**src/rtl/sysdefs.svh**
```systemverilog
// System-wide width definitions shared by the solver blocks.
`ifndef SYSDEFS_SVH
`define SYSDEFS_SVH
`define MAX_VARS_BITS 8
`define MAX_CLAUSES_BITS 10
`endif

```
**src/rtl/bcp_clause_eval.sv**
```systemverilog
// Purpose: BCP clause evaluator; fetches queued clauses, reads var state, emits unit implications or a sticky conflict.
// Latency: bcp_en in cycle N gives push_imply/conflict in cycle N+LITS+4; LITS+4 cycles per clause, no bubble between clauses.
// Backpressure: imply_full holds the engine in OUTCOME; intake beyond FIFO_DEPTH is dropped and flagged on overflow.
// Optional feature: define BCP_EARLY_EXIT_EN to end a clause as soon as a satisfied literal is seen.
`include "sysdefs.svh"

module bcp_fifo #(
  parameter int W     = 8,
  parameter int DEPTH = 8
) (
  input  logic         clock,
  input  logic         reset,
  input  logic         flush,
  input  logic         wr_en,
  input  logic [W-1:0] wr_dat,
  input  logic         rd_en,
  output logic [W-1:0] rd_dat,
  output logic         empty,
  output logic         full
);
  localparam int AW = $clog2(DEPTH);

  logic [AW:0]  wr_ptr;
  logic [AW:0]  rd_ptr;
  logic [W-1:0] mem [DEPTH];
  logic         do_wr;
  logic         do_rd;

  // Pointers carry one extra wrap bit so full and empty are distinguishable.
  assign empty  = (wr_ptr == rd_ptr);
  assign full   = (wr_ptr[AW] != rd_ptr[AW]) && (wr_ptr[AW-1:0] == rd_ptr[AW-1:0]);
  assign do_rd  = rd_en && !empty;
  // A pop in the same cycle frees the slot, so a write on full is still taken.
  assign do_wr  = wr_en && (!full || do_rd);
  assign rd_dat = mem[rd_ptr[AW-1:0]];

  // Pointer update; flush discards all contents and any same-cycle write.
  always_ff @(posedge clock or negedge reset) begin
    if (!reset) begin
      wr_ptr <= '0;
      rd_ptr <= '0;
    end else if (flush) begin
      wr_ptr <= '0;
      rd_ptr <= '0;
    end else begin
      if (do_wr) wr_ptr <= wr_ptr + 1'b1;
      if (do_rd) rd_ptr <= rd_ptr + 1'b1;
    end
  end

  // Storage array, written only when the write is accepted.
  always_ff @(posedge clock) begin
    if (do_wr && !flush) mem[wr_ptr[AW-1:0]] <= wr_dat;
  end
endmodule

module bcp_clause_eval #(
  parameter int LITS       = 3,
  parameter int FIFO_DEPTH = 8
) (
  input  logic                                   clock,
  input  logic                                   reset,
  input  logic                                   reset_bcp,
  input  logic                                   bcp_en,
  input  logic [`MAX_CLAUSES_BITS-1:0]           bcp_clause_idx,
  output logic                                   clause_rd_en,
  output logic [`MAX_CLAUSES_BITS-1:0]           clause_rd_idx,
  input  logic [LITS*(`MAX_VARS_BITS+2)-1:0]     clause_lits,
  output logic                                   vs_rd_en,
  output logic [`MAX_VARS_BITS-1:0]              vs_rd_var,
  input  logic                                   vs_val,
  input  logic                                   vs_unassign,
  input  logic                                   imply_full,
  output logic                                   push_imply,
  output logic [`MAX_VARS_BITS-1:0]              var_in_imply,
  output logic                                   val_in_imply,
  output logic                                   type_in_imply,
  output logic                                   bcp_busy,
  output logic                                   conflict,
  output logic                                   overflow
);
  localparam int VB = `MAX_VARS_BITS;
  localparam int CB = `MAX_CLAUSES_BITS;
  localparam int LW = VB + 2;
  localparam int KW = $clog2(LITS + 1);

  localparam logic [2:0] IDLE    = 3'd0;
  localparam logic [2:0] FETCH   = 3'd1;
  localparam logic [2:0] LOAD    = 3'd2;
  localparam logic [2:0] SCAN    = 3'd3;
  localparam logic [2:0] RESOLVE = 3'd4;
  localparam logic [2:0] OUTCOME = 3'd5;

  logic [2:0]                state_q, state_d;
  logic [KW-1:0]             k_q;
  logic [LITS-1:0][LW-1:0]   lits_q;
  logic [1:0]                ucnt_q, ucnt_nx;
  logic                      sat_q, sat_nx;
  logic [VB:0]               cand_q, cand_nx;   // {neg, var} of last unassigned literal
  logic                      conflict_q, overflow_q;

  logic                      fifo_empty, fifo_full;
  logic [CB-1:0]             fifo_head;
  logic                      intake, pop, flush;
  logic                      eval_en, lit_sat, lit_unas, early_exit;
  logic [KW-1:0]             eval_idx;
  logic [LW-1:0]             eval_lit;
  logic [VB-1:0]             scan_var;
  logic                      res_empty, res_unit;

  assign intake = bcp_en && !conflict_q && !reset_bcp;
  assign pop    = (state_q == FETCH) && !reset_bcp;
  assign flush  = reset_bcp || ((state_q == OUTCOME) && !sat_q && (ucnt_q == 2'd0));

  bcp_fifo #(.W(CB), .DEPTH(FIFO_DEPTH)) u_idx_fifo (
    .clock  (clock),
    .reset  (reset),
    .flush  (flush),
    .wr_en  (intake),
    .wr_dat (bcp_clause_idx),
    .rd_en  (pop),
    .rd_dat (fifo_head),
    .empty  (fifo_empty),
    .full   (fifo_full)
  );

  // Var-state data returns one cycle after the read, so SCAN k evaluates literal k-1.
  assign eval_en  = ((state_q == SCAN) && (k_q != '0)) || (state_q == RESOLVE);
  assign eval_idx = (state_q == RESOLVE) ? KW'(LITS - 1) : (k_q - KW'(1));

  // Select the literal being evaluated and the variable being read this cycle.
  always_comb begin
    eval_lit = '0;
    scan_var = '0;
    for (int i = 0; i < LITS; i++) begin
      if (eval_idx == KW'(i)) eval_lit = lits_q[i];
      if (k_q == KW'(i))      scan_var = lits_q[i][VB-1:0];
    end
  end

  assign lit_unas = eval_en && eval_lit[LW-1] && vs_unassign;
  assign lit_sat  = eval_en && eval_lit[LW-1] && !vs_unassign && (vs_val ^ eval_lit[LW-2]);

`ifdef BCP_EARLY_EXIT_EN
  assign early_exit = lit_sat;
`else
  assign early_exit = 1'b0;
`endif

  // Accumulate the clause summary including the literal evaluated this cycle.
  always_comb begin
    sat_nx  = sat_q | lit_sat;
    ucnt_nx = ucnt_q;
    cand_nx = cand_q;
    if (lit_unas) begin
      ucnt_nx = (ucnt_q == 2'd2) ? 2'd2 : ucnt_q + 2'd1;
      cand_nx = eval_lit[VB:0];
    end
  end

  assign res_empty = !sat_q && (ucnt_q == 2'd0);
  assign res_unit  = !sat_q && (ucnt_q == 2'd1);

  // Next-state: idle waits for work, a clause walks FETCH..OUTCOME, then chains to the next.
  always_comb begin
    state_d = state_q;
    case (state_q)
      IDLE:    if (!conflict_q && (!fifo_empty || intake)) state_d = FETCH;
      FETCH:   state_d = LOAD;
      LOAD:    state_d = SCAN;
      SCAN: begin
        if (early_exit)                  state_d = fifo_empty ? IDLE : FETCH;
        else if (k_q == KW'(LITS - 1))   state_d = RESOLVE;
      end
      RESOLVE: state_d = early_exit ? (fifo_empty ? IDLE : FETCH) : OUTCOME;
      OUTCOME: begin
        if (res_empty)                   state_d = IDLE;
        else if (res_unit && imply_full) state_d = OUTCOME;
        else                             state_d = fifo_empty ? IDLE : FETCH;
      end
      default: state_d = IDLE;
    endcase
  end

  // FSM and datapath registers; reset_bcp overrides everything else in its cycle.
  always_ff @(posedge clock or negedge reset) begin
    if (!reset) begin
      state_q    <= IDLE;
      k_q        <= '0;
      lits_q     <= '0;
      ucnt_q     <= 2'd0;
      sat_q      <= 1'b0;
      cand_q     <= '0;
      conflict_q <= 1'b0;
      overflow_q <= 1'b0;
    end else if (reset_bcp) begin
      state_q    <= IDLE;
      conflict_q <= 1'b0;
      overflow_q <= 1'b0;
    end else begin
      state_q <= state_d;
      if (intake && fifo_full && !pop) overflow_q <= 1'b1;
      // Conflict is decided as RESOLVE closes so it is visible in the OUTCOME cycle.
      if ((state_q == RESOLVE) && !sat_nx && (ucnt_nx == 2'd0)) conflict_q <= 1'b1;
      case (state_q)
        LOAD: begin
          lits_q <= clause_lits;
          k_q    <= '0;
          ucnt_q <= 2'd0;
          sat_q  <= 1'b0;
          cand_q <= '0;
        end
        SCAN, RESOLVE: begin
          k_q    <= k_q + KW'(1);
          ucnt_q <= ucnt_nx;
          sat_q  <= sat_nx;
          cand_q <= cand_nx;
        end
        default: ;
      endcase
    end
  end

  assign clause_rd_en  = (state_q == FETCH);
  assign clause_rd_idx = clause_rd_en ? fifo_head : '0;
  assign vs_rd_en      = (state_q == SCAN) && !early_exit;
  assign vs_rd_var     = vs_rd_en ? scan_var : '0;
  assign push_imply    = (state_q == OUTCOME) && res_unit && !imply_full && !reset_bcp;
  assign var_in_imply  = push_imply ? cand_q[VB-1:0] : '0;
  assign val_in_imply  = push_imply && !cand_q[VB];
  assign type_in_imply = push_imply;
  assign bcp_busy      = bcp_en || !fifo_empty || (state_q != IDLE);
  assign conflict      = conflict_q;
  assign overflow      = overflow_q;
endmodule

```
**config.mk**
```make
export PLATFORM = sky130hd
export DESIGN_NAME = bcp_clause_eval
export DESIGN_NICKNAME = d
export VERILOG_FILES = /design/src/rtl/bcp_clause_eval.sv
export VERILOG_INCLUDE_DIRS = /design/src /design/src/rtl
export SDC_FILE = /design/constraint.sdc
export NUM_CORES = 1
export LEC_CHECK = 0
export BUFFER_PORTS_ARGS = -buffer_cell sky130_fd_sc_hd__buf_2
export CORE_MARGIN = 10
export CORE_UTILIZATION = 55
export CTS_CLUSTER_DIAMETER = 200
export DETAILED_ROUTE_END_ITERATION = 6
export PLACE_DENSITY = 0.76
export RECOVER_POWER = 25
export SLEW_MARGIN = 20
export SYNTH_ARGS = -nofsm -noshare
export SYNTH_HDL_FRONTEND = slang
export SYNTH_HIERARCHICAL = 1
export SYNTH_SLANG_ARGS = --single-unit
```
**constraint.sdc**
```tcl
create_clock -name clock -period 8.4 [get_ports clock]
set_clock_uncertainty 0.1 [all_clocks]
set_input_delay 0.84 -clock clock [delete_from_list [all_inputs] [get_ports clock]]
set_output_delay 0.84 -clock clock [all_outputs]
set_load 0.01 [all_outputs]
```
== After elaboration in Yosys (flattened, before gate mapping) ==
Memory sizes are Yosys's and may differ from the RTL's.
Cells that the tools add are included.
Word-level totals
  memories: 1
  bits of input ports: 47
  bits in writable memories: 80
  word-level logic and storage cells: 132
  register bits after elaboration: 57
Cells by class
  reduce and logical (&&, ||, !) cells: 60
  equality and inequality tests: 17
  add/subtract/negate cells: 5
  muxes and demuxes: 34
  bitwise gates (word level): 3
Memory list
  u_idx_fifo.mem: depth 8, bits a word 10, read ports 1, clocked after Yosys merged registers in 0, write ports 1, line bcp_clause_eval.sv:25  | logic [W-1:0] mem [DEPTH];
Operator list (number)
  10-bit two-way mux: 4
  8-bit two-way mux: 5
  1-bit logical AND: 26
  3-bit case mux with 6 select lines: 1
  9-bit case mux with 2 select lines: 1
  4-bit two-way mux: 4
  3-bit two-way mux: 5
  2-bit nonzero test: 6
  1-bit logical NOT: 11
  9-bit two-way mux: 1
  4-bit by 1-bit adder with 4-bit output (second input constant): 2
  2-bit logical NOT: 4
  2-bit case mux with 2 select lines: 2
  1-bit two-way mux: 7
  2-bit by 1-bit == test with 1-bit output (second input constant): 3
  2-bit == test (second input constant): 3
  3-bit by 2-bit == test with 1-bit output (second input constant): 2
  3-bit == test (second input constant): 2
  1-bit logical OR: 6
  2-bit two-way mux: 3
  2-bit AND reduction: 3
  2-bit by 1-bit adder with 2-bit output (second input constant): 2
  4-bit == test: 1
  3-bit by 1-bit == test with 1-bit output (second input constant): 1
  other kinds (14): 14

== Logic depth before layout (Yosys ltp) ==
Gate-level depths: netlist of the first run.
  word-level depth: 15
  gate-level depth with buffers: 9
  gate-level depth less buffers: 7

== Hierarchy ==
Netlist of the first run, hierarchy kept.
Modules (own cells, without submodules)
  bcp_fifo: seq. area each 2602.5 µm², times used 1, cells an instance 186, area an instance 3691.0 µm²
  bcp_clause_eval: seq. area each 1226.2 µm², times used 1, cells an instance 288, area an instance 2850.2 µm²

== Least setup slack after synthesis of the first run ==
Ideal clock, no wire load.
  path type: input -> register
  from: in reset_bcp
  to: mem u_idx_fifo/mem[0][0] (netlist bit) (enable)
  arrival: 3.129 ns
  stages on the path: 5
  required time: 7.896 ns
  slack: 4.767 ns
  path buffers: 1
  setup time: 0.404 ns
  cell sequence: clkbuf_1 -> nor3b_1 -> inv_1 -> or3_1 -> nor4_1
RTL lines
  start, declared: line bcp_clause_eval.sv:63  | input logic reset_bcp,
  1-bit logical NOT: line bcp_clause_eval.sv:111  | assign intake = bcp_en && !conflict_q && !reset_bcp;
  1-bit logical AND: line bcp_clause_eval.sv:111
  named net intake: line bcp_clause_eval.sv:104  | logic intake, pop, flush;
  1-bit logical AND: line bcp_clause_eval.sv:34  | assign do_wr = wr_en && (!full || do_rd);
  1-bit logical AND: line bcp_clause_eval.sv:53  | if (do_wr && !flush) mem[wr_ptr[AW-1:0]] <= wr_dat;
  1-bit two-way mux: line bcp_clause_eval.sv:53
  1-bit two-way mux (implied by the code): line bcp_clause_eval.sv:53
  end, declared: line bcp_clause_eval.sv:25
The timed path passes the listed nets, and every way through them passes these cells.

== Final worst setup path of the first run ==
  from: reg state_q[0]
  to: out var_in_imply[6]
Between the ends
  longest elaborated chain between the ends: 5
Ends and longest elaborated chain
  start, declared: line bcp_clause_eval.sv:94  | logic [2:0] state_q, state_d;
  start signal, assigned: line bcp_clause_eval.sv:201  | state_q <= state_d;
  3-bit == test: line bcp_clause_eval.sv:228  | assign push_imply = (state_q == OUTCOME) && res_unit && !imply_full && !reset_bcp;
  1-bit logical AND (3 in a row): line bcp_clause_eval.sv:228
  8-bit two-way mux: line bcp_clause_eval.sv:229  | assign var_in_imply = push_imply ? cand_q[VB-1:0] : '0;
  end, declared: line bcp_clause_eval.sv:75  | output logic [`MAX_VARS_BITS-1:0] var_in_imply,
Every way passes these cells.

==> key figures, run 1 <==
Worst setup path
  – Worst EP arrival: 2.48 ns
  – Critical Path RT: 7.46 ns
  – R2R Setup Slk: 5.02 ns
  – CP endpoint kind: output pin
  – Critical-path maximum fanout: 11
  – Worst R2R Start: k_q[0]$_DFFE_PN0P_
  – Worst Setup Start Kind: flop
  – Cells on worst reg2reg path: 7
  – RR Endpoint: cand_q[0]$_DFFE_PN0P_
  – WS Path Type: flop to output pin

Final layout
  – Diodes inserted: 0
  – Synth-to-layout area growth: 17.0%
  – Multi-input combinational cell area: 0.00258 mm2
  – Nets: 602
  – Layout cell share with drive strength beyond 1: 35.1%
  – Layout fillers: 818
  – Seq. cell area: 0.00383 mm2

CTS
  – Sink Count: 137
  – Post-CTS Resized: 0
  – Clk slew on worst S/H paths: 0.06 ns
  – Clock Path Buffers: 2
  – Post-CTS setup buffers: 0
  – Clk_lat worst skew: 0.43 ns
  – Root Buffer: clkbuf_16
  – TritonCTS clock tree: done
  – Hold buffers post-CTS: 0
  – Inserted Clock Buffers: 17
  – Number of H-tree levels: 4

Global routing
  – Largest net degree at the start of global routing: 58
  – Total congestion overflow: 0
  – Overall global routing resource usage: 17.7%
  – Initial antenna violation count: 0
  – Number of global-route vias before repair: 4,347
  – First-pass GRT wire length: 22,900 um

Drt
  – Routed Antenna Nets: 0
  – Detailed-route via count: 4,184
  – DRT Pass-1 Iters: 5
  – Drt via density: 5.94
  – Remaining DRCs: 0
  – Initial DRC count: 522
  – Routed length per instance: 20.1 um
  – WL final: 14,200 um

Placement
  – DPL Wire Length: 9810 um
  – Buffers on Ports: 80
  – GPL Wtd Cong: 0.819

Power
  – Pwr per Cell Area: 280 mW/mm2
  – Max IR drop VDD: 169 uV
  – Leakage: 0.00297 uW

Timing
  – Sum Neg Setup Slack: 0 ns
  – Final Max Tran Viols: 0
  – Max frequency: 292 MHz
  – RSZ-0062 raised after global routing: false
  – Min Clock Period, post-route: 3.42 ns
  – Worst slew margin: 36.2%
  – Worst hold slack: 0.400 ns
  – Final worst-path cycle share: 40.7%
  – Final hold vios: 0
  – Final setup violating endpoints: 0
  – Worst slew pin tran: 0.949 ns

Floorplan
  – Rows: 39
  – Die width: 129 um
  – Top-level port count: 81
  – Initial Utilization: 56.8%
  – Die ar.: 0.0167 mm2
  – Core area: 0.0115 mm2
  – Chip Height: 129 um

Logic synthesis
  – Synth Area in Simple Gates: 11.9%
  – Main flop type after synthesis: edfxtp_1
  – Synth Area in Compound Gates: 7.42%
  – Syn Inst Count: 474
  – Area of the mapped netlist: 0.00654 mm2
  – Ys async rst share: 41.6%
  – Synth Warn #: 6
  – Seq/Total Area, Yosys: 58.5%
  – Syn_nets: 528
  – Post-synth EDFFs: 80
  – Largest family of logic cells by synthesized area: multiplexers
  – Mean post-synth cell area: 13.8 um2
  – Yosys reg bits: 137
  – Xor/xnor share of the synthesized area: 1.05%
  – Mux contribution to synthesized area: 16.8%
  – Synth Area in Adders: 1.34%
  – Netlist cell types: 56

Run status
  – Status: finished, final reports clean

Hold path
  – Hold Path Class: flop to flop
  – Worst Hold Path Cells: 1
  – Hold Crit Start: cand_q[6]$_DFFE_PN0P_
  – Hold worst-path end: cand_q[6]$_DFFE_PN0P_

Run
  – Max Cap Viol: 0
flip-flops by register name, indices dropped and copies added (netlist names):
| name | flops |
|---|---|
| state_q | 3 |
| cand_q | 9 |
| u_idx_fifo/wr_ptr | 4 |
| sat_q | 1 |
| ucnt_q | 2 |
| u_idx_fifo/rd_ptr | 4 |
| lits_q | 30 |
| overflow | 1 |
| u_idx_fifo/mem | 80 |
| k_q | 2 |
| conflict | 1 |
cell families after synthesis:
| logic type | Yosys count |
|---|---|
| xor gates and xnor gates | 7 |
| adders and majority gates | 7 |
| DFF | 137 |
| muxes | 78 |
| buffers and inverters | 40 |
| AOI/OAI and AO/OA | 77 |
| and+or+nand+nor | 128 |
per-stage QoR:
step	instances	utilization, %	instance area [um2]	setup slack (ns)	power [uW]
4_1_cts	704	66.2	7620	4.67	2160
3_3_place_gp	672	61.0	7020	4.73	1370
6_report	704	66.5	7660	4.98	2140
2_1_floorplan	474	-	6540	4.77	1260
3_5_place_dp	672	61.0	7020	4.55	1390
5_1_grt	704	66.5	7660	4.79	2260
worst max path at each step:
stage / from / depth (start not counted) / endpoint
floorplan: reset_bcp / 5 / u_idx_fifo/mem[0][0]$_DFFE_PP_
global placement: reset_bcp / 5 / u_idx_fifo/mem[1][1]$_DFFE_PP_
detailed placement: reset_bcp / 5 / u_idx_fifo/mem[1][1]$_DFFE_PP_
CTS: state_q[0]$_DFFE_PN0P_ / 5 / u_idx_fifo/mem[5][0]$_DFFE_PP_
global route: k_q[0]$_DFFE_PN0P_ / 7 / cand_q[0]$_DFFE_PN0P_
finish: state_q[0]$_DFFE_PN0P_ / 5 / var_in_imply[6]
worst max-delay path: stages (launching register included):
cell and delay, ns:
dfrtp_1 0.54, and4bb_2 0.31, nand2_1 0.07, nor3_1 0.73, and2_1 0.25, buf_2 0.15
layer usage:
layer,track usage (%),vias to the layer above,wire [um]
met5,0,-,0
met4,6.29,0,190
met3,6.00,21,952
met2,28.9,144,6980
met1,21.6,2104,6050
li1,-,1915,-
synthesized netlist by cell type (2+ instances only):
cell / number / area share [%]
ha_1: 7 / 1.3
mux2_2: 53 / 9.1
buf_2: 9 / 0.69
clkbuf_1: 14 / 0.80
nor3_1: 5 / 0.38
buf_4: 3 / 0.34
nor2_1: 35 / 2.0
xnor2_1: 2 / 0.27
nand2b_1: 2 / 0.19
mux2i_1: 3 / 0.46
o21ai_0: 17 / 1.3
xor2_1: 4 / 0.54
nor4b_2: 2 / 0.46
buf_6: 3 / 0.52
nor3b_1: 3 / 0.34
and2_1: 19 / 1.8
mux2_1: 2 / 0.34
nor2b_1: 7 / 0.67
nor4_1: 4 / 0.38
nand3b_1: 13 / 1.5
a21oi_1: 41 / 3.1
nand3_1: 5 / 0.38
a31oi_1: 2 / 0.19
or3_1: 4 / 0.38
nor4_2: 2 / 0.38
a21boi_0: 2 / 0.23
mux4_2: 20 / 6.9
inv_1: 10 / 0.57
dfrtp_1: 57 / 22
or2_2: 2 / 0.19
nand2_1: 16 / 0.92
edfxtp_1: 80 / 37
a21o_1: 3 / 0.34
placed cells by master (no fill, tap or decap), types with 7 or more instances in the layout:
master and n:
edfxtp_1 80, nor2_1 35, clkbuf_1 11, and2_1 19, nand3b_1 13, o21ai_0 17
ha_1 7, clkbuf_16 17, a21oi_1 41, inv_1 10, buf_2 70, mux4_2 20
mux2_2 53, nor2b_1 7, dfrtp_1 56, nand2_1 16
power by group:
part	switching (uW)	total [uW]	internal, uW
registers	94.5	905	811
clock network	287	755	468
logic	256	483	226
layout make-up:
| cell class | instances | share of cell area [%] |
|---|---|---|
| clock buffer | 18 | 5.61 |
| inverter | 10 | 0.490 |
| multi-input combinational | 297 | 33.8 |
| tap | 143 | 2.34 |
| clock inverter | 14 | 2.22 |
| timing repair buffer | 85 | 5.56 |
| sequential | 137 | 50.0 |
Note: power is estimated with default switching activity, not from simulation.
==> inputs of run 2 (changes only) <==
==> constraint.sdc (replaced) <==
create_clock -name clock -period 3.5 [get_ports clock]
set_clock_uncertainty 0.1 [all_clocks]
set_input_delay 0.35 -clock clock [delete_from_list [all_inputs] [get_ports clock]]
set_output_delay 0.35 -clock clock [all_outputs]
set_load 0.01 [all_outputs]
==> run 2 against run 1 <==
Via count fell by 0.43%. The flow now finishes with violations (hold timing). Sequential share of layout area fell by 0.28 points. Combinational power rose by 150%. Critical path type unchanged. Register-to-register slack got worse by 4.2 ns. Flip-flop and latch count did not move. Cell count rose by 1.8%. Die area did not move. Hold slack got worse by 0.42 ns. Non-clock buffer count rose by 13. Global-route usage fell by 0.26 points.
==> key figures, run 2 (synthesis results as in run 1) <==
Placement
  – Buffers on Ports: 80 (unchanged)
  – DPL Wire Length: 9530 um (was 9810 um)
  – GPL Wtd Cong: 0.845 (was 0.819)
  – Placed Instances: 685 (was 672)

Timing
  – Min Clock Period, post-route: 2.92 ns
  – Final worst-path cycle share: 83.4%
  – Worst hold slack: -0.0236 ns (was 0.400 ns)
  – Final Max Tran Viols: 0 (unchanged)
  – Sum Neg Setup Slack: 0 ns (unchanged)
  – Final hold vios: 40 (was 0)
  – Max frequency: 343 MHz
  – Worst slew pin tran: 0.941 ns (was 0.949 ns)
  – Final setup violating endpoints: 0 (unchanged)
  – RSZ-0062 raised after global routing: false (unchanged)
  – Worst slew margin: 37.3% (was 36.2%)

Drt
  – Routed length per instance: 19.4 um (was 20.1 um)
  – DRT Pass-1 Iters: 4 (was 5)
  – Initial DRC count: 461 (was 522)
  – WL final: 13,900 um (was 14,200 um)
  – Routed Antenna Nets: 0 (unchanged)
  – Detailed-route via count: 4,166 (was 4,184)
  – Remaining DRCs: 0 (unchanged)
  – Drt via density: 5.81 (was 5.94)

Floorplan
  – Top-level port count: 81 (unchanged)
  – Die width: 129 um (unchanged)
  – Core area: 0.0115 mm2 (unchanged)
  – Die ar.: 0.0167 mm2 (unchanged)
  – Initial Utilization: 56.8% (unchanged)
  – Rows: 39 (unchanged)
  – Chip Height: 129 um (unchanged)

CTS
  – Clk_lat worst skew: 0.42 ns (was 0.43 ns)
  – Root Buffer: clkbuf_16 (unchanged)
  – Post-CTS Resized: 0 (unchanged)
  – TritonCTS clock tree: done (unchanged)
  – Number of H-tree levels: 4 (unchanged)
  – Clock Path Buffers: 2 (unchanged)
  – Hold buffers post-CTS: 0 (unchanged)
  – Inserted Clock Buffers: 17 (unchanged)
  – Clk slew on worst S/H paths: 0.06 ns (about the same)
  – Sink Count: 137 (unchanged)
  – Post-CTS setup buffers: 0 (unchanged)

Final layout
  – Non-Filler Instances: 717 (was 704)
  – Max reg flops: 80 (unchanged)
  – Diodes inserted: 0 (unchanged)
  – Layout fillers: 812 (was 818)
  – Layout cell share with drive strength beyond 1: 37.1% (was 35.1%)
  – Synth-to-layout area growth: 17.7% (was 17.0%)
  – Seq. cell area: 0.00383 mm2 (about the same)
  – Most frequent cells in the layout: edfxtp_1, buf_2, dfrtp_1 (unchanged)
  – Most common cell after layout, fill and taps aside: edfxtp_1 (unchanged)
  – Nets: 615 (was 602)
  – Multi-input combinational cell area: 0.00254 mm2 (was 0.00258 mm2)

Worst setup path
  – Worst Setup Start Kind: flop (unchanged)
  – Critical Path RT: 3.05 ns (was 7.46 ns)
  – Worst EP arrival: 2.47 ns (was 2.48 ns)
  – Critical-path maximum fanout: 14 (was 11)
  – CP endpoint kind: output pin (unchanged)
  – WS Path Type: flop to output pin (unchanged)

Power
  – Leakage: 0.00304 uW (was 0.00297 uW)
  – Max IR drop VDD: 550 uV (was 169 uV)
  – PnR Total Power: 5120 uW (was 2140 uW)
  – Pwr per Cell Area: 666 mW/mm2 (was 280 mW/mm2)

Run status
  – Failing checks: hold timing
  – Status: complete, but fails checks (was finished, final reports clean)

Hold path
  – Hold Path Class: input port to async pin (was flop to flop)

Global routing
  – Total congestion overflow: 0 (unchanged)
  – Overall global routing resource usage: 17.4% (was 17.7%)
  – First-pass GRT wire length: 22,600 um (was 22,900 um)
  – Number of global-route vias before repair: 4,332 (was 4,347)
  – Initial antenna violation count: 0 (unchanged)
  – Largest net degree at the start of global routing: 43 (was 58)

Run
  – Max Cap Viol: 0 (unchanged)
run 2: cell count changes in the layout (fill, tap and decap cells not counted), moves of 2 or more:
| cell | delta |
|---|---|
| buf_4 | +13 |
| clkinv_1 | -3 |
| clkinv_2 | +3 |
| nor4_2 | +3 |
| nor4_4 | -3 |
| nor4b_2 | +2 |
| nor4b_4 | -2 |
run 2: worst paths after layout:
| kind | from | end | slack (ns) | cells past startpoint |
|---|---|---|---|---|
| max | u_idx_fifo/rd_ptr[2]$_DFFE_PN0P_ | bcp_busy | 0.58 | 6 |
| min | reset | state_q[0]$_DFFE_PN0P_ | -0.02 | 1 |
| max reg2reg | state_q[0]$_DFFE_PN0P_ | u_idx_fifo/mem[5][2]$_DFFE_PP_ | 0.85 | 7 |
| min reg2reg | cand_q[2]$_DFFE_PN0P_ | cand_q[2]$_DFFE_PN0P_ | 0.40 | 1 |
| max in group asynchronous | reset | lits_q[6]$_DFFE_PN0P_ | 2.55 | 2 |
| min in group clock | clause_lits[3] | lits_q[3]$_DFFE_PN0P_ | 0.06 | 2 |
run 2: where the power goes:
part	switching, uW	internal [uW]	total, uW
combinational	631	566	1200
sequential	204	1950	2150
clock	713	1060	1780
total	1550	3570	5120
run 2: routing by layer:
layer	GRT usage (%)	up-vias	part of all wire [%]
li1	-	1947	-
met1	20.9	2095	43
met2	28.5	108	50
met3	5.38	16	5.7
met4	7.96	0	1.7
met5	0	-	0
run 2: through the flow:
stage	utilization (%)	cell area, um2	worst slack, ns	hold WS [ns]
floorplan	-	6540	0.357	-0.0456
global placement	61.8	7120	0.944	0.381
detailed placement	61.8	7120	0.880	0.388
CTS	66.9	7710	0.595	0.00204
global route	66.8	7700	0.421	0.0477
finish	66.8	7700	0.581	-0.0236
run 2: layout make-up:
type,instances,share of cell area (%)
Sequential cell,137,49.7
Multi-Input combinational cell,297,33.0
Timing Repair Buffer,98,6.79
Clock buffer,17,5.53
Tap cell,143,2.32
Clock inverter,15,2.11
Inverter,10,0.488
run 2: worst max-delay path: stages, from the launching register on:
cell	delay, ns
dfrtp_1	0.79
xor2_2	0.23
or2_2	0.35
nor3_1	0.27
nor2b_1	0.20
nand2_1	0.07
buf_2	0.15
==> inputs of run 3 (changes only) <==
--- a/config.mk
+++ b/config.mk
@@ -8,7 +8,7 @@
 export LEC_CHECK = 0
 export BUFFER_PORTS_ARGS = -buffer_cell sky130_fd_sc_hd__buf_2
 export CORE_MARGIN = 10
-export CORE_UTILIZATION = 55
+export CORE_UTILIZATION = 52
 export CTS_CLUSTER_DIAMETER = 200
 export DETAILED_ROUTE_END_ITERATION = 6
 export PLACE_DENSITY = 0.76
==> constraint.sdc (replaced) <==
create_clock -name clock -period 2.4 [get_ports clock]
set_clock_uncertainty 0.1 [all_clocks]
set_input_delay 0.24 -clock clock [delete_from_list [all_inputs] [get_ports clock]]
set_output_delay 0.24 -clock clock [all_outputs]
set_load 0.01 [all_outputs]
==> run 3 against run 2 <==
The flow finishes with violations (setup timing). Combinational power up 77%. Wire length increased by 13%. Global-route usage increased by 0.83 points. Clock power is 39% higher. Count of clock-buffer cells in the layout is the same. Die area rose by 4.9%. Sequential share of layout area fell by 5.2 points. Flip-flop and latch count did not move. Sequential power is 47% higher. Utilization increased by 4.0 points. Cell count is 12% higher.
==> key figures, run 3 (synthesis results as in run 1) <==
Power
  – Clock Power Share: 31.9% (was 34.7%)
  – PnR Total Power: 7750 uW (was 5120 uW)
  – Pwr per Cell Area: 899 mW/mm2 (was 666 mW/mm2)
  – Sw Pwr: 2390 uW (was 1550 uW)
  – Combinational Power Share: 27.4% (was 23.4%)
  – Flop pwr share: 40.7% (was 42.0%)
  – Net Sw Frac: 30.8% (was 30.2%)
  – Leakage: 0.00340 uW (was 0.00304 uW)
  – Cell Int Power: 5370 uW (was 3570 uW)
  – Max IR drop VDD: 752 uV (was 550 uV)

Worst setup path
  – Worst R2R Start: state_q[2]$_DFFE_PN0P_ (was state_q[0]$_DFFE_PN0P_)
  – R2R Setup Slk: 0.09 ns (was 0.85 ns)
  – Worst EP arrival: 2.09 ns (was 2.47 ns)
  – Cells on worst reg2reg path: 7 (unchanged)
  – WS Path Type: flop to output pin (unchanged)
  – Critical-path maximum fanout: 7 (was 14)
  – CP endpoint kind: output pin (unchanged)
  – Critical Path RT: 2.06 ns (was 3.05 ns)
  – RR Endpoint: u_idx_fifo/mem[7][6]$_DFFE_PP_ (was u_idx_fifo/mem[5][2]$_DFFE_PP_)
  – Worst Setup Start Kind: flop (unchanged)

Drt
  – Remaining DRCs: 0 (unchanged)
  – Routed length per instance: 19.6 um (was 19.4 um)
  – Drt via density: 5.56 (was 5.81)
  – Detailed-route via count: 4,463 (was 4,166)
  – DRT Pass-1 Iters: 5 (was 4)
  – WL final: 15,700 um (was 13,900 um)
  – Initial DRC count: 356 (was 461)
  – Routed Antenna Nets: 0 (unchanged)

Run status
  – Status: complete, but fails checks (unchanged)
  – Failing checks: setup timing (was hold timing)

CTS
  – Clk slew on worst S/H paths: 0.06 ns (about the same)
  – Clock Path Buffers: 2 (unchanged)
  – Number of H-tree levels: 4 (unchanged)
  – TritonCTS clock tree: done (unchanged)
  – Root Buffer: clkbuf_16 (unchanged)
  – Clk_lat worst skew: 0.42 ns (about the same)
  – Inserted Clock Buffers: 17 (unchanged)
  – Sink Count: 137 (unchanged)

Final layout
  – Most frequent cells in the layout: edfxtp_1, buf_2, dfrtp_1 (unchanged)
  – Synth-to-layout area growth: 31.8% (was 17.7%)
  – Diodes inserted: 0 (unchanged)
  – Nets: 675 (was 615)
  – Layout fillers: 821 (was 812)
  – Non-Filler Instances: 802 (was 717)
  – Seq. cell area: 0.00383 mm2 (about the same)
  – Most common cell after layout, fill and taps aside: edfxtp_1 (unchanged)
  – Layout cell share with drive strength beyond 1: 41.8% (was 37.1%)
  – Multi-input combinational cell area: 0.00277 mm2 (was 0.00254 mm2)
  – Max reg flops: 80 (unchanged)

Timing
  – Final setup margin: -0.0316 ns (was 0.581 ns)
  – Final hold vios: 0 (was 40)
  – Worst slew pin tran: 1.26 ns (was 0.941 ns)
  – Max frequency: 411 MHz
  – Final Max Tran Viols: 0 (unchanged)
  – RSZ-0062 raised after global routing: true (was false)
  – Final worst-path cycle share: 101%
  – Min Clock Period, post-route: 2.43 ns
  – Sum Neg Setup Slack: -0.0825 ns (was 0 ns)
  – Worst slew margin: 15.7% (was 37.3%)
  – Final setup violating endpoints: 6 (was 0)

Placement
  – Dpl ws: 0.00546 ns (was 0.880 ns)
  – Placed Instances: 728 (was 685)
  – GPL Wtd Cong: 0.871 (was 0.845)
  – Buffers on Ports: 80 (unchanged)
  – DPL Wire Length: 10,400 um (was 9530 um)

Floorplan
  – Chip Height: 132 um (was 129 um)
  – Die ar.: 0.0175 mm2 (was 0.0167 mm2)
  – Rows: 40 (was 39)
  – Core area: 0.0122 mm2 (was 0.0115 mm2)
  – Top-level port count: 81 (unchanged)
  – Initial Utilization: 53.8% (was 56.8%)
  – Die width: 132 um (was 129 um)

Global routing
  – Overall global routing resource usage: 18.3% (was 17.4%)
  – Grt peak-use layer: met2 (unchanged)
  – Met3 Track Usage GR: 5.41% (was 5.38%)
  – Met2 Use GR: 30.6% (was 28.5%)
  – Number of global-route vias before repair: 4,711 (was 4,332)
  – Total congestion overflow: 0 (unchanged)
  – First-pass GRT wire length: 25,500 um (was 22,600 um)
  – GR Layer Usage met1: 22.1% (was 20.9%)
  – Largest net degree at the start of global routing: 28 (was 43)
  – Initial antenna violation count: 0 (unchanged)

Hold path
  – Hold worst-path end: state_q[2]$_DFFE_PN0P_
  – Hold Path Class: input port to flop (was input port to async pin)
  – Worst Hold Path Cells: 3
  – Hold Crit Start: imply_full

Run
  – Max Cap Viol: 0 (unchanged)
## run 3: final cells by class
class	instances	share of cell area, %
Sequential cell	137	44.5
Multi-Input combinational cell	297	32.2
Timing Repair Buffer	158	14.0
Clock buffer	17	4.94
Tap cell	168	2.44
Clock inverter	15	1.58
Inverter	10	0.435
## run 3: timing repair
| action | in CTS | in global routing |
|---|---|---|
| resized for setup | 38 | 18 |
| hold buffers | 37 | 0 |
| pin swaps | 1 | 1 |
| setup endpoints to repair | 33 | 51 |
| buffers inserted | 2 | 2 |
| cloned | 1 | 1 |
| endpoints found under the hold margin | 99 | 0 |
## run 3: worst max-delay path: stages, from the launching register on
cell	delay (ns)
dfrtp_2	0.44
buf_12	0.16
mux4_2	0.53
mux2_4	0.29
and2_4	0.14
buf_6	0.11
## run 3: worst max path at each step
stage / start / to / slack [ns]
5_1_grt: u_idx_fifo/rd_ptr[0]$_DFFE_PN0P_ / clause_rd_idx[7] / -0.1
2_1_floorplan: reset_bcp / u_idx_fifo/mem[3][0]$_DFFE_PP_ / 0.02
6_report: u_idx_fifo/rd_ptr[0]$_DFFE_PN0P_ / clause_rd_idx[5] / -0.03
3_5_place_dp: k_q[1]$_DFFE_PN0P_ / cand_q[8]$_DFFE_PN0P_ / 0.005
4_1_cts: u_idx_fifo/rd_ptr[0]$_DFFE_PN0P_ / clause_rd_idx[8] / -0.08
3_3_place_gp: state_q[1]$_DFFE_PN0P_ / cand_q[3]$_DFFE_PN0P_ / 0.11
## run 3: routing by layer
metal / part of all wire (%) / up-vias / wire length, um
li1: - / 2065 / -
met4: 1.2 / 0 / 188
met3: 5.8 / 16 / 907
met5: 0 / - / 0
met1: 42 / 2240 / 6560
met2: 51 / 142 / 8070
## run 3: power groups by stage
stage / clock (uW) / sequential, uW / combinational [uW]
3_3_place_gp: 0 / 3160 / 1840
2_1_floorplan: 0 / 3050 / 1410
6_report: 2480 / 3150 / 2120
4_1_cts: 2510 / 3140 / 2040
5_1_grt: 2640 / 3190 / 2320
3_5_place_dp: 0 / 3170 / 1890
## run 3: through the flow
stage / area, um2 / utilization [%] / hold slack (ns)
4_1_cts: 8560 / 70.4 / 0.00130
3_5_place_dp: 7430 / 61.1 / 0.132
2_1_floorplan: 6660 / - / -0.156
3_3_place_gp: 7430 / 61.1 / 0.129
5_1_grt: 8620 / 70.9 / 0.0592
6_report: 8620 / 70.9 / 0.0697
